--- src/rtl/pc_redirect_ctrl.sv ---
// PC redirect / flush / stall sequencer for the 5-stage RISC-V core.
// Optional macro REDIRECT_STATS_EN adds saturating taken/stall counters.
//
// Ports:
//   clk, rst_n        rising-edge clock, synchronous active-low reset
//   ex_valid          EX holds a valid instruction
//   ex_branch         EX branch resolved taken
//   ex_jump           EX holds JAL/JALR
//   ex_target         redirect target computed in EX
//   load_use_hazard   ID depends on a load in EX
//   imem_ready        instruction memory accepts a fetch
//   pc_cur            current PC register value
//   pc_we, pc_next    PC register write enable / value
//   flush_ifid        bubble into IF/ID
//   flush_idex        bubble into ID/EX
//   stall_ifid        hold IF/ID
//   redirect_busy     redirect pending or settling
//   misalign_trap     one-cycle pulse after a misaligned taken target
//   taken_cnt         redirects written to the PC (stats build only)
//   stall_cnt         cycles without a PC write (stats build only)

module pc_redirect_ctrl #(
   parameter int XLEN  = 32,
   parameter int CNT_W = 16
) (
   input  logic             clk,
   input  logic             rst_n,
   input  logic             ex_valid,
   input  logic             ex_branch,
   input  logic             ex_jump,
   input  logic [XLEN-1:0]  ex_target,
   input  logic             load_use_hazard,
   input  logic             imem_ready,
   input  logic [XLEN-1:0]  pc_cur,
   output logic             pc_we,
   output logic [XLEN-1:0]  pc_next,
   output logic             flush_ifid,
   output logic             flush_idex,
   output logic             stall_ifid,
   output logic             redirect_busy,
   output logic             misalign_trap,
   output logic [CNT_W-1:0] taken_cnt,
   output logic [CNT_W-1:0] stall_cnt
);

   typedef enum logic [1:0] {
      S_RUN    = 2'd0,
      S_PEND   = 2'd1,
      S_SETTLE = 2'd2
   } state_t;

   state_t          r_state;
   logic [XLEN-1:0] r_target;
   logic            r_trap;

   logic            w_take;
   logic            w_mis;
   logic [XLEN-1:0] w_seq;

   assign w_take = ex_valid & (ex_branch | ex_jump);
   assign w_mis  = (ex_target[1:0] != 2'b00);
   assign w_seq  = pc_cur + XLEN'(4);

   // Outputs are a pure function of state and inputs, forced to 0 in reset.
   always_comb begin
      pc_we         = 1'b0;
      pc_next       = '0;
      flush_ifid    = 1'b0;
      flush_idex    = 1'b0;
      stall_ifid    = 1'b0;
      redirect_busy = 1'b0;
      if (rst_n) begin
         pc_next = w_seq;
         unique case (r_state)
            S_RUN: begin
               if (w_take) begin
                  flush_ifid = 1'b1;
                  flush_idex = 1'b1;
                  if (!w_mis && imem_ready) begin
                     pc_we   = 1'b1;
                     pc_next = ex_target;
                  end
               end else if (load_use_hazard) begin
                  stall_ifid = 1'b1;
                  flush_idex = 1'b1;
               end else if (!imem_ready) begin
                  flush_ifid = 1'b1;
               end else begin
                  pc_we = 1'b1;
               end
            end
            S_PEND: begin
               redirect_busy = 1'b1;
               flush_ifid    = 1'b1;
               flush_idex    = 1'b1;
               pc_next       = r_target;
               pc_we         = imem_ready;
            end
            S_SETTLE: begin
               // The bubble draining from ID must never resolve a branch.
               redirect_busy = 1'b1;
               flush_idex    = 1'b1;
               pc_we         = imem_ready;
               flush_ifid    = ~imem_ready;
            end
            default: begin
               pc_we = 1'b0;
            end
         endcase
      end
   end

   always_ff @(posedge clk) begin
      if (!rst_n) begin
         r_state  <= S_RUN;
         r_target <= '0;
         r_trap   <= 1'b0;
      end else begin
         r_trap <= 1'b0;
         unique case (r_state)
            S_RUN: begin
               if (w_take) begin
                  if (w_mis) begin
                     r_trap <= 1'b1;
                  end else if (imem_ready) begin
                     r_state <= S_SETTLE;
                  end else begin
                     r_target <= ex_target;
                     r_state  <= S_PEND;
                  end
               end
            end
            S_PEND: begin
               if (imem_ready) r_state <= S_SETTLE;
            end
            S_SETTLE: begin
               r_state <= S_RUN;
            end
            default: begin
               r_state <= S_RUN;
            end
         endcase
      end
   end

   assign misalign_trap = r_trap & rst_n;

`ifdef REDIRECT_STATS_EN
   logic [CNT_W-1:0] r_taken_cnt;
   logic [CNT_W-1:0] r_stall_cnt;
   logic             w_redir;

   // A PC write in PEND, or in RUN while taking, carries a redirect target.
   assign w_redir = pc_we &
                    ((r_state == S_PEND) | ((r_state == S_RUN) & w_take));

   always_ff @(posedge clk) begin
      if (!rst_n) begin
         r_taken_cnt <= '0;
         r_stall_cnt <= '0;
      end else begin
         if (w_redir && (r_taken_cnt != '1))
            r_taken_cnt <= r_taken_cnt + CNT_W'(1);
         if (!pc_we && (r_stall_cnt != '1))
            r_stall_cnt <= r_stall_cnt + CNT_W'(1);
      end
   end

   assign taken_cnt = rst_n ? r_taken_cnt : '0;
   assign stall_cnt = rst_n ? r_stall_cnt : '0;
`else
   assign taken_cnt = '0;
   assign stall_cnt = '0;
`endif

endmodule

--- config.mk ---
export PLATFORM = sky130hd
export DESIGN_NAME = pc_redirect_ctrl
export DESIGN_NICKNAME = d
export VERILOG_FILES = /design/src/rtl/pc_redirect_ctrl.sv
export SDC_FILE = /design/constraint.sdc
export NUM_CORES = 1
export LEC_CHECK = 0
export CAP_MARGIN = 20
export CORE_ASPECT_RATIO = 0.75
export CORE_MARGIN = 3
export CORE_UTILIZATION = 35
export CTS_CLUSTER_DIAMETER = 60
export DETAILED_ROUTE_END_ITERATION = 8
export PLACE_DENSITY = 0.73
export SYNTH_ARGS = -nofsm -noshare
export SYNTH_HDL_FRONTEND = slang
export SYNTH_SLANG_ARGS = --single-unit
--- constraint.sdc ---
create_clock -name clk -period 2.4 [get_ports clk]
set_input_delay 0.48 -clock clk [delete_from_list [all_inputs] [get_ports clk]]
set_output_delay 0.48 -clock clk [all_outputs]
set_load 0.005 [all_outputs]
### Word-level counts from Yosys, hierarchy flattened

Cells that the tools add are included.

| word-level totals | value |
|---|---|
| input port bits | 71 |
| flip-flop bits (word level) | 35 |
| output and inout bits | 70 |
| word-level logic and storage cells | 52 |

| cells by class | value |
|---|---|
| multiplexer cells | 30 |
| reduce and logical (&&, ||, !) cells | 8 |
| add/sub/neg operators | 1 |
| bitwise operators | 5 |
| equality and inequality tests | 5 |

Operators with widths:

| kind | count |
|---|---|
| two-way mux 32 bit | 3 |
| case mux 32 bit (2 select lines) | 1 |
| adder 32 x 3 -> 32 bit, second input constant | 1 |
| two-way mux 1 bit | 18 |
| two-way mux 2 bit | 4 |
| != test 2 bit, second input constant | 3 |
| AND reduction 3 bit | 2 |
| case mux 1 bit (2 select lines) | 2 |
| case mux 2 bit (2 select lines) | 1 |
| AND reduction 4 bit | 1 |
| case mux 1 bit (3 select lines) | 1 |
| AND 1 bit | 2 |
| equality test 2 x 1 -> 1 bit, second input constant | 1 |
| equality test 2 bit, second input constant | 1 |
| logical NOT 2 bit | 1 |
| inverter 1 bit | 2 |
| nonzero test 2 bit | 1 |
| OR reduction 2 bit | 1 |
| logical AND 1 bit | 1 |
| logical NOT 1 bit | 1 |
| OR 1 bit | 1 |

### Logic depth before layout (Yosys ltp)

Gate-level depths: netlist of the first run.

| depth | value |
|---|---|
| depth in word-level cells | 7 |
| mapped depth | 7 |
| mapped depth without buffers | 6 |

### Least setup slack after synthesis of the first run

No wires, ideal clock.

| timing path | value |
|---|---|
| kind | register -> output |
| start | register r_state[0] |
| end | output port pc_next[29] |
| arrival | 1711 ps |
| data required time | 1920 ps |
| slack | 209 ps |
| buffers on the path | 2 |
| cell stages (with the launch flop) | 8 |
| cell sequence | dfxtp_1 > inv_1 > ha_1 > clkbuf_1 > nor2_1 > clkbuf_1 > a21oi_1 > a221oi_1 |

| on the way | value |
|---|---|
| word-level cells in the longest chain between the ends | 3 |
| elaborated cells on any way between the ends | 4 |
| classes of those cells | 1 x eq/ne; 2 x mux; 1 x reduce/logical |

RTL lines:

| item | line | text |
|---|---|---|
| start: declaration | 52 | `state_t r_state;` |
| start signal: assignment | 115 | `r_state <= S_RUN;` |
| start signal: assignment | 126 | `r_state <= S_SETTLE;` |
| start signal: assignment | 129 | `r_state <= S_PEND;` |
| equality test 2 x 1 -> 1 bit / logical NOT 2 bit (equally long branches) | 74 | `unique case (r_state)` |
| case mux 32 bit (2 select lines) (*) | 74 |  |
| two-way mux 32 bit (*) | 72 | `if (rst_n) begin` |
| end: declaration | 36 | `output logic [XLEN-1:0] pc_next,` |

Every way passes the cells marked *; elsewhere a longest branch is shown, timed or not.

### Worst setup path after layout of the first run

| timing path | value |
|---|---|
| start | input port pc_cur[11] |
| end | output port pc_next[24] |

| on the way | value |
|---|---|
| word-level cells in the longest chain between the ends | 5 |

RTL lines:

| item | line | text |
|---|---|---|
| start: declaration | 34 | `input logic [XLEN-1:0] pc_cur,` |
| adder 32 x 3 -> 32 bit (*) | 62 | `assign w_seq = pc_cur + XLEN'(4);` |
| two-way mux 32 bit | 79 | `if (!w_mis && imem_ready) begin` |
| two-way mux 32 bit | 76 | `if (w_take) begin` |
| case mux 32 bit (2 select lines) (*) | 74 |  |
| two-way mux 32 bit (*) | 72 |  |

Marked as above.

==> impl_metrics.csv, run 1 <==
group,metric,value,unit
worst_setup_path,critPathBufInv,4,
floorplan,num_rows,28,
power_and_ir_drop,max-vdd-ir-drop,0.279,mV
cts,insertion_delay,280,ps
logic_synthesis,ys_warn_count,0,
drt,drt_first_pass_iters,5,
timing,finalCriticalPeriod,2380,ps
worst_setup_path,crit_top_cell,"buf_6",
worst_setup_path,critPathLaunchType,"input port",
worst_setup_path,path_class,"in -> out",
finish,fillers,678,
logic_synthesis,ys_seq_area_share,23.1,%
floorplan,die_x,113,um
logic_synthesis,synthTopCellsByArea,"dfxtp_1 (23%), nand2_1 (9.2%), a21oi_1 (8.6%)",
worst_setup_path,cp.required,1920,ps
drt,first_iter_violations,306,
placed_design,portBuffers,108,
timing,rsz0062_at_grt,"true",
job,maxCapViolCount,0,
cts,hold_buffers,0,
worst_setup_path,path_delay_family,"simple AND/OR/NAND/NOR gates",
timing,setup_viol,0,
floorplan,dieHeight,86.6,um
grt,antenna_found_initial,0,
worst_setup_path,cp_slowest_cell,"nor3_4",
logic_synthesis,async_flop_share,0,%
logic_synthesis,synth_seq_cells,35,
drt,antenna_left,0,
timing,period_share,99.0,%
timing,fmax,0.421,GHz
finish,drive_gt1_share,38.0,%
logic_synthesis,ys_top_cells_by_count,"nand2_1 (74), a21oi_1 (52), dfxtp_1 (35), buf_4 (32), nor2_1 (26)",
drt,viasPerCell,5.45,
finish,final_util,65.5,%
floorplan,dieArea,0.00982,mm2
cts,cts.sinks,35,
placed_design,routabilityCongestion,0.935,
floorplan,core_area,0.00816,mm2
worst_hold_path,worstHoldPathType,"reg -> reg",
worst_setup_path,arrival,1900,ps
drt,drc,0,
timing,slew_violations,0,
run_status,run_status,"complete, no violations",
logic_synthesis,synth_cell_type_count,42,
cts,cts_tree,"built",
worst_setup_path,critPathMaxFanout,3,
cts,cts_htree_levels,2,
finish,diodes,0,
worst_setup_path,max_stage_delay,270,ps
floorplan,io_pins,141,
placed_design,place_hpwl,8660,um
logic_synthesis,ys.flop_type,"dfxtp_1",
logic_synthesis,synth_top_cell_by_area,"dfxtp_1",
cts,clockRootBuffer,"clkbuf_16",
drt,finalWirelength,12200,um
logic_synthesis,syn_avg_cell_area,7.08,um2
logic_synthesis,yosysMostFrequentCell,"nand2_1",
drt,vias,3912,
grt,grt.total_usage,23.4,%
power_and_ir_drop,p_leak,2.17,nW
grt,grt_max_degree,31,
finish,fin_nets,689,
grt,grt_first_pass_wirelength,18600,um
floorplan,initial_core_util,37.1,%
worst_setup_path,cp_cell_sequence,"buf_8 > nand4_4 > nor3_4 > buf_6 > buf_6 > nand4_1 > xor2_1 > a221oi_2 > buf_2",
cts,clockBufferDepth,2,
cts,clkTransAtPathRegs,50,ps
cts,cts_made_buffers,5,
timing,hold_violations,0,
logic_synthesis,synth-edff-count,0,
power_and_ir_drop,power_density,359,mW/mm2
worst_setup_path,worstSetupEndpointType,"output port",
drt,wl_per_cell,17.0,um
drt,top_layer_used,"met4",
logic_synthesis,syn_inst,428,
logic_synthesis,yosysTopAreaCellShare,23.1,%
finish,syn_to_final_growth,76.4,%
drt,wl_met2,5760,um
grt,gr-total-overflow,0,
grt,grt_pass1_vias,3781,
power_and_ir_drop,finalPower,1.92,mW
drt,wl_met3,1100,um
timing,skew,7.21,ps
logic_synthesis,syn_area,0.00303,mm2
drt,routedLengthMet1,5200,um
-- area by class of cell --
class	instances	area, um2	share of cell area [%]
multi-input combinational	353	2470	46.3
timing repair buffer	210	1860	34.7
sequential	35	706	13.2
clock buffer	6	139	2.60
tap	105	131	2.46
inverter	8	35.0	0.655
clock inverter	1	5.00	0.0936
-- registers in the layout, indices dropped and copies added, names as in the netlist --
register	flops
r_target	32
r_state	2
r_trap	1
-- tightest hold or removal path: stages, from the launching register on --
cell and delay (ps):
dfxtp_1 300, nand2_1 50, a21oi_1 60
-- kinds of logic (layout without fill, tap and decap cells) --
group	after synthesis	count (layout)	synth area share [%]
compound gates	130	130	28.1
xor+xnor	28	28	8.09
fa+ha+maj	5	5	2.06
buf+inv	71	225	13.0
flops	35	35	23.1
mux	1	1	0.330
other cells	1	32	0.124
simple gates	157	157	25.2
-- per-layer routing --
metal	GRT usage, %	vias up
met5	0	-
met3	4.12	23
li1	-	1833
met4	5.13	0
met1	31.5	1843
met2	39.6	213
-- final timing paths --
path	startpoint	to	slack, ps	cells after the start
setup / recovery	pc_cur[11]	pc_next[24]	20	9
hold / removal	r_target[10]	r_target[10]	460	2
setup reg to reg	r_state[1]	r_target[14]	760	8
hold reg to reg	r_target[10]	r_target[10]	460	2
-- report_power, final --
group	internal (mW)	switching, mW
logic	0.351	0.324
clock network	0.405	0.239
registers	0.593	0.00862
total	1.35	0.572
-- cells in the final DEF (no fill, tap or decap), types with 15 or more instances in the layout --
| cell type | instances |
|---|---|
| buf_4 | 77 |
| buf_2 | 30 |
| xor2_1 | 15 |
| dlygate4sd2_1 | 15 |
| a221oi_2 | 16 |
| dfxtp_1 | 33 |
| nor2_1 | 20 |
| nand2_1 | 71 |
| a21oi_1 | 50 |
| conb_1 | 32 |
| buf_6 | 22 |
| clkdlybuf4s50_1 | 37 |
| a22oi_1 | 17 |
-- stage by stage --
step,worst slack [ps],hold WS [ps],cell area [um2],TNS (ps),cells
global placement,-865,439,4730,-23010,694
finish,24.3,459,5350,0,718
global route,-80.9,469,5350,-330,718
detailed placement,-896,448,4730,-23920,694
CTS,-32.0,460,5180,-32.0,718
floorplan,209,436,3150,0,459
-- repair_timing --
action | 4_1_cts | 5_1_grt
setup buffers | 17 | 1
endpoints found under the setup margin | 36 | 35
pin swaps | 47 | 30
resized for setup | 298 | 57
gates cloned | 1 | 1
(Power assumes the default switching activity.)
==> run 2, diff against run 1 <==
--- a/config.mk
+++ b/config.mk
@@ -11,7 +11,8 @@
 export CORE_UTILIZATION = 35
 export CTS_CLUSTER_DIAMETER = 60
 export DETAILED_ROUTE_END_ITERATION = 8
-export PLACE_DENSITY = 0.73
+export PLACE_DENSITY_LB_ADDON = 0.25
+export SLEW_MARGIN = 25
 export SYNTH_ARGS = -nofsm -noshare
 export SYNTH_HDL_FRONTEND = slang
 export SYNTH_SLANG_ARGS = --single-unit
==> impl_metrics.csv, run 2 (synthesis results as in run 1) <==
group,metric,value,unit
run_status,run_status,"finished with violations",
run_status,violations,"negative setup slack",
worst_setup_path,critPathMaxFanout,4,
worst_setup_path,worstReg2RegStart,"r_state[1]",
cts,cts_tree,"built",
floorplan,io_pins,141,
job,maxCapViolCount,0,
grt,antenna_found_initial,0,
drt,first_iter_violations,340,
grt,grt_max_degree,25,
cts,clockRootBuffer,"clkbuf_16",
timing,tns,-117,ps
worst_setup_path,path_class,"in -> out",
drt,drc,0,
placed_design,dpl_cell_area,0.00471,mm2
finish,syn_to_final_growth,76.0,%
finish,stdcell_area,0.00533,mm2
cts,clkTransAtPathRegs,60,ps
finish,largest_register,"r_target",
placed_design,routabilityCongestion,0.842,
cts,insertion_delay,280,ps
timing,setup_viol,4,
floorplan,dieArea,0.00982,mm2
floorplan,die_x,113,um
finish,diodes,0,
finish,drive_gt1_share,36.5,%
cts,cts_htree_levels,2,
timing,setup_ws,-44.7,ps
cts,cts_made_buffers,5,
timing,period_share,102,%
finish,layout_commonest_cell,"buf_4",
drt,viasPerCell,5.46,
worst_setup_path,worstSetupEndpointType,"output port",
power_and_ir_drop,p_leak,2.18,nW
grt,grt_pass1_vias,3830,
drt,antenna_left,0,
grt,gr-total-overflow,0,
placed_design,dp_slack,-899,ps
timing,slew_violations,0,
cts,hold_buffers,0,
timing,fmax,0.409,GHz
placed_design,place_hpwl,8580,um
worst_hold_path,hp-start,"r_target[11]",
floorplan,num_rows,28,
finish,fin_nets,694,
finish,fillers,689,
worst_hold_path,worstHoldPathType,"reg -> reg",
grt,grt_first_pass_wirelength,19100,um
finish,final_util,65.3,%
cts,clockBufferDepth,2,
worst_hold_path,whs_path_depth,2,
worst_setup_path,r2r_cells,8,
timing,rsz0062_at_grt,"true",
floorplan,initial_core_util,37.1,%
worst_setup_path,crit_start,"pc_cur[19]",
cts,cts.sinks,35,
timing,hold_violations,0,
worst_setup_path,cp.required,1920,ps
power_and_ir_drop,power_density,360,mW/mm2
timing,skew,4.47,ps
grt,grt.total_usage,24.0,%
drt,wl_per_cell,17.1,um
drt,vias,3952,
power_and_ir_drop,max-vdd-ir-drop,0.294,mV
finish,largest_register_ffs,32,
finish,top_regs,"r_target x32, r_state x2, r_trap x1",
drt,drt_first_pass_iters,5,
timing,finalCriticalPeriod,2440,ps
placed_design,portBuffers,108,
floorplan,dieHeight,86.6,um
worst_setup_path,critPathLaunchType,"input port",
floorplan,core_area,0.00816,mm2
finish,final_cell_mix,"buf_4 (81), nand2_1 (71), a21oi_1 (52)",
drt,finalWirelength,12400,um
worst_setup_path,arrival,1960,ps
run 2: cell count changes in the layout (fill, tap and decap cells not counted), sizes merged:
cell | previous run | this run
clkbuf | 12 | 14
clkdlybuf4s50 | 37 | 38
dlymetal6s2s | 1 | 0
buf | 141 | 147
clkinvlp | 0 | 1
clkdlybuf4s15 | 10 | 5
dlygate4sd2 | 15 | 17
run 2: layer usage:
metal / routed length (um) / global-route usage [%] / part of all wire (%)
met5: 0 / 0 / 0
met4: 191 / 6.55 / 1.5
met3: 1080 / 4.88 / 8.7
met2: 5810 / 38.8 / 47
met1: 5310 / 32.7 / 43
run 2: worst paths after layout:
| path | endpoint | slack, ps |
|---|---|---|
| max | pc_next[30] | -40 |
| min | r_target[11] | 460 |
| max reg2reg | r_target[14] | 780 |
| min reg2reg | r_target[11] | 460 |
run 2: repair_timing:
item                                    CTS  global route
buffers inserted                         13             9
endpoints found under the setup margin   37            28
resized for setup                       271            64
gates cloned                              1             1
pin swaps                                43            31
run 2: worst max-delay path, stage by stage:
cell	delay, ps
buf_6	70
nand4_1	200
nor3_4	280
buf_6	140
nand4_1	130
xnor2_2	220
a221oi_2	280
buf_2	160
run 2: power breakdown:
part	switching [mW]	internal [mW]	total, mW	leakage [nW]
clock	0.258	0.383	0.641	0.0669
combinational	0.321	0.358	0.679	1.83
sequential	0.00730	0.593	0.600	0.284
total	0.586	1.33	1.92	2.18
run 2: final cells by class:
type | instances | area [um2] | share of cell area [%]
multi-input combinational | 353 | 2410 | 45.2
timing repair buffer | 215 | 1920 | 36.0
sequential | 35 | 703 | 13.2
tap | 105 | 131 | 2.46
clock buffer | 6 | 129 | 2.42
inverter | 8 | 30.0 | 0.563
clock inverter | 2 | 12.5 | 0.235
run 2: per-stage QoR:
stage | hold WS, ps | std cells | power, mW
4_1_cts | 459 | 716 | 1.87
6_report | 461 | 724 | 1.92
5_1_grt | 471 | 724 | 2.01
3_5_place_dp | 451 | 695 | 1.23
2_1_floorplan | 436 | 459 | 0.875
3_3_place_gp | 442 | 695 | 1.22
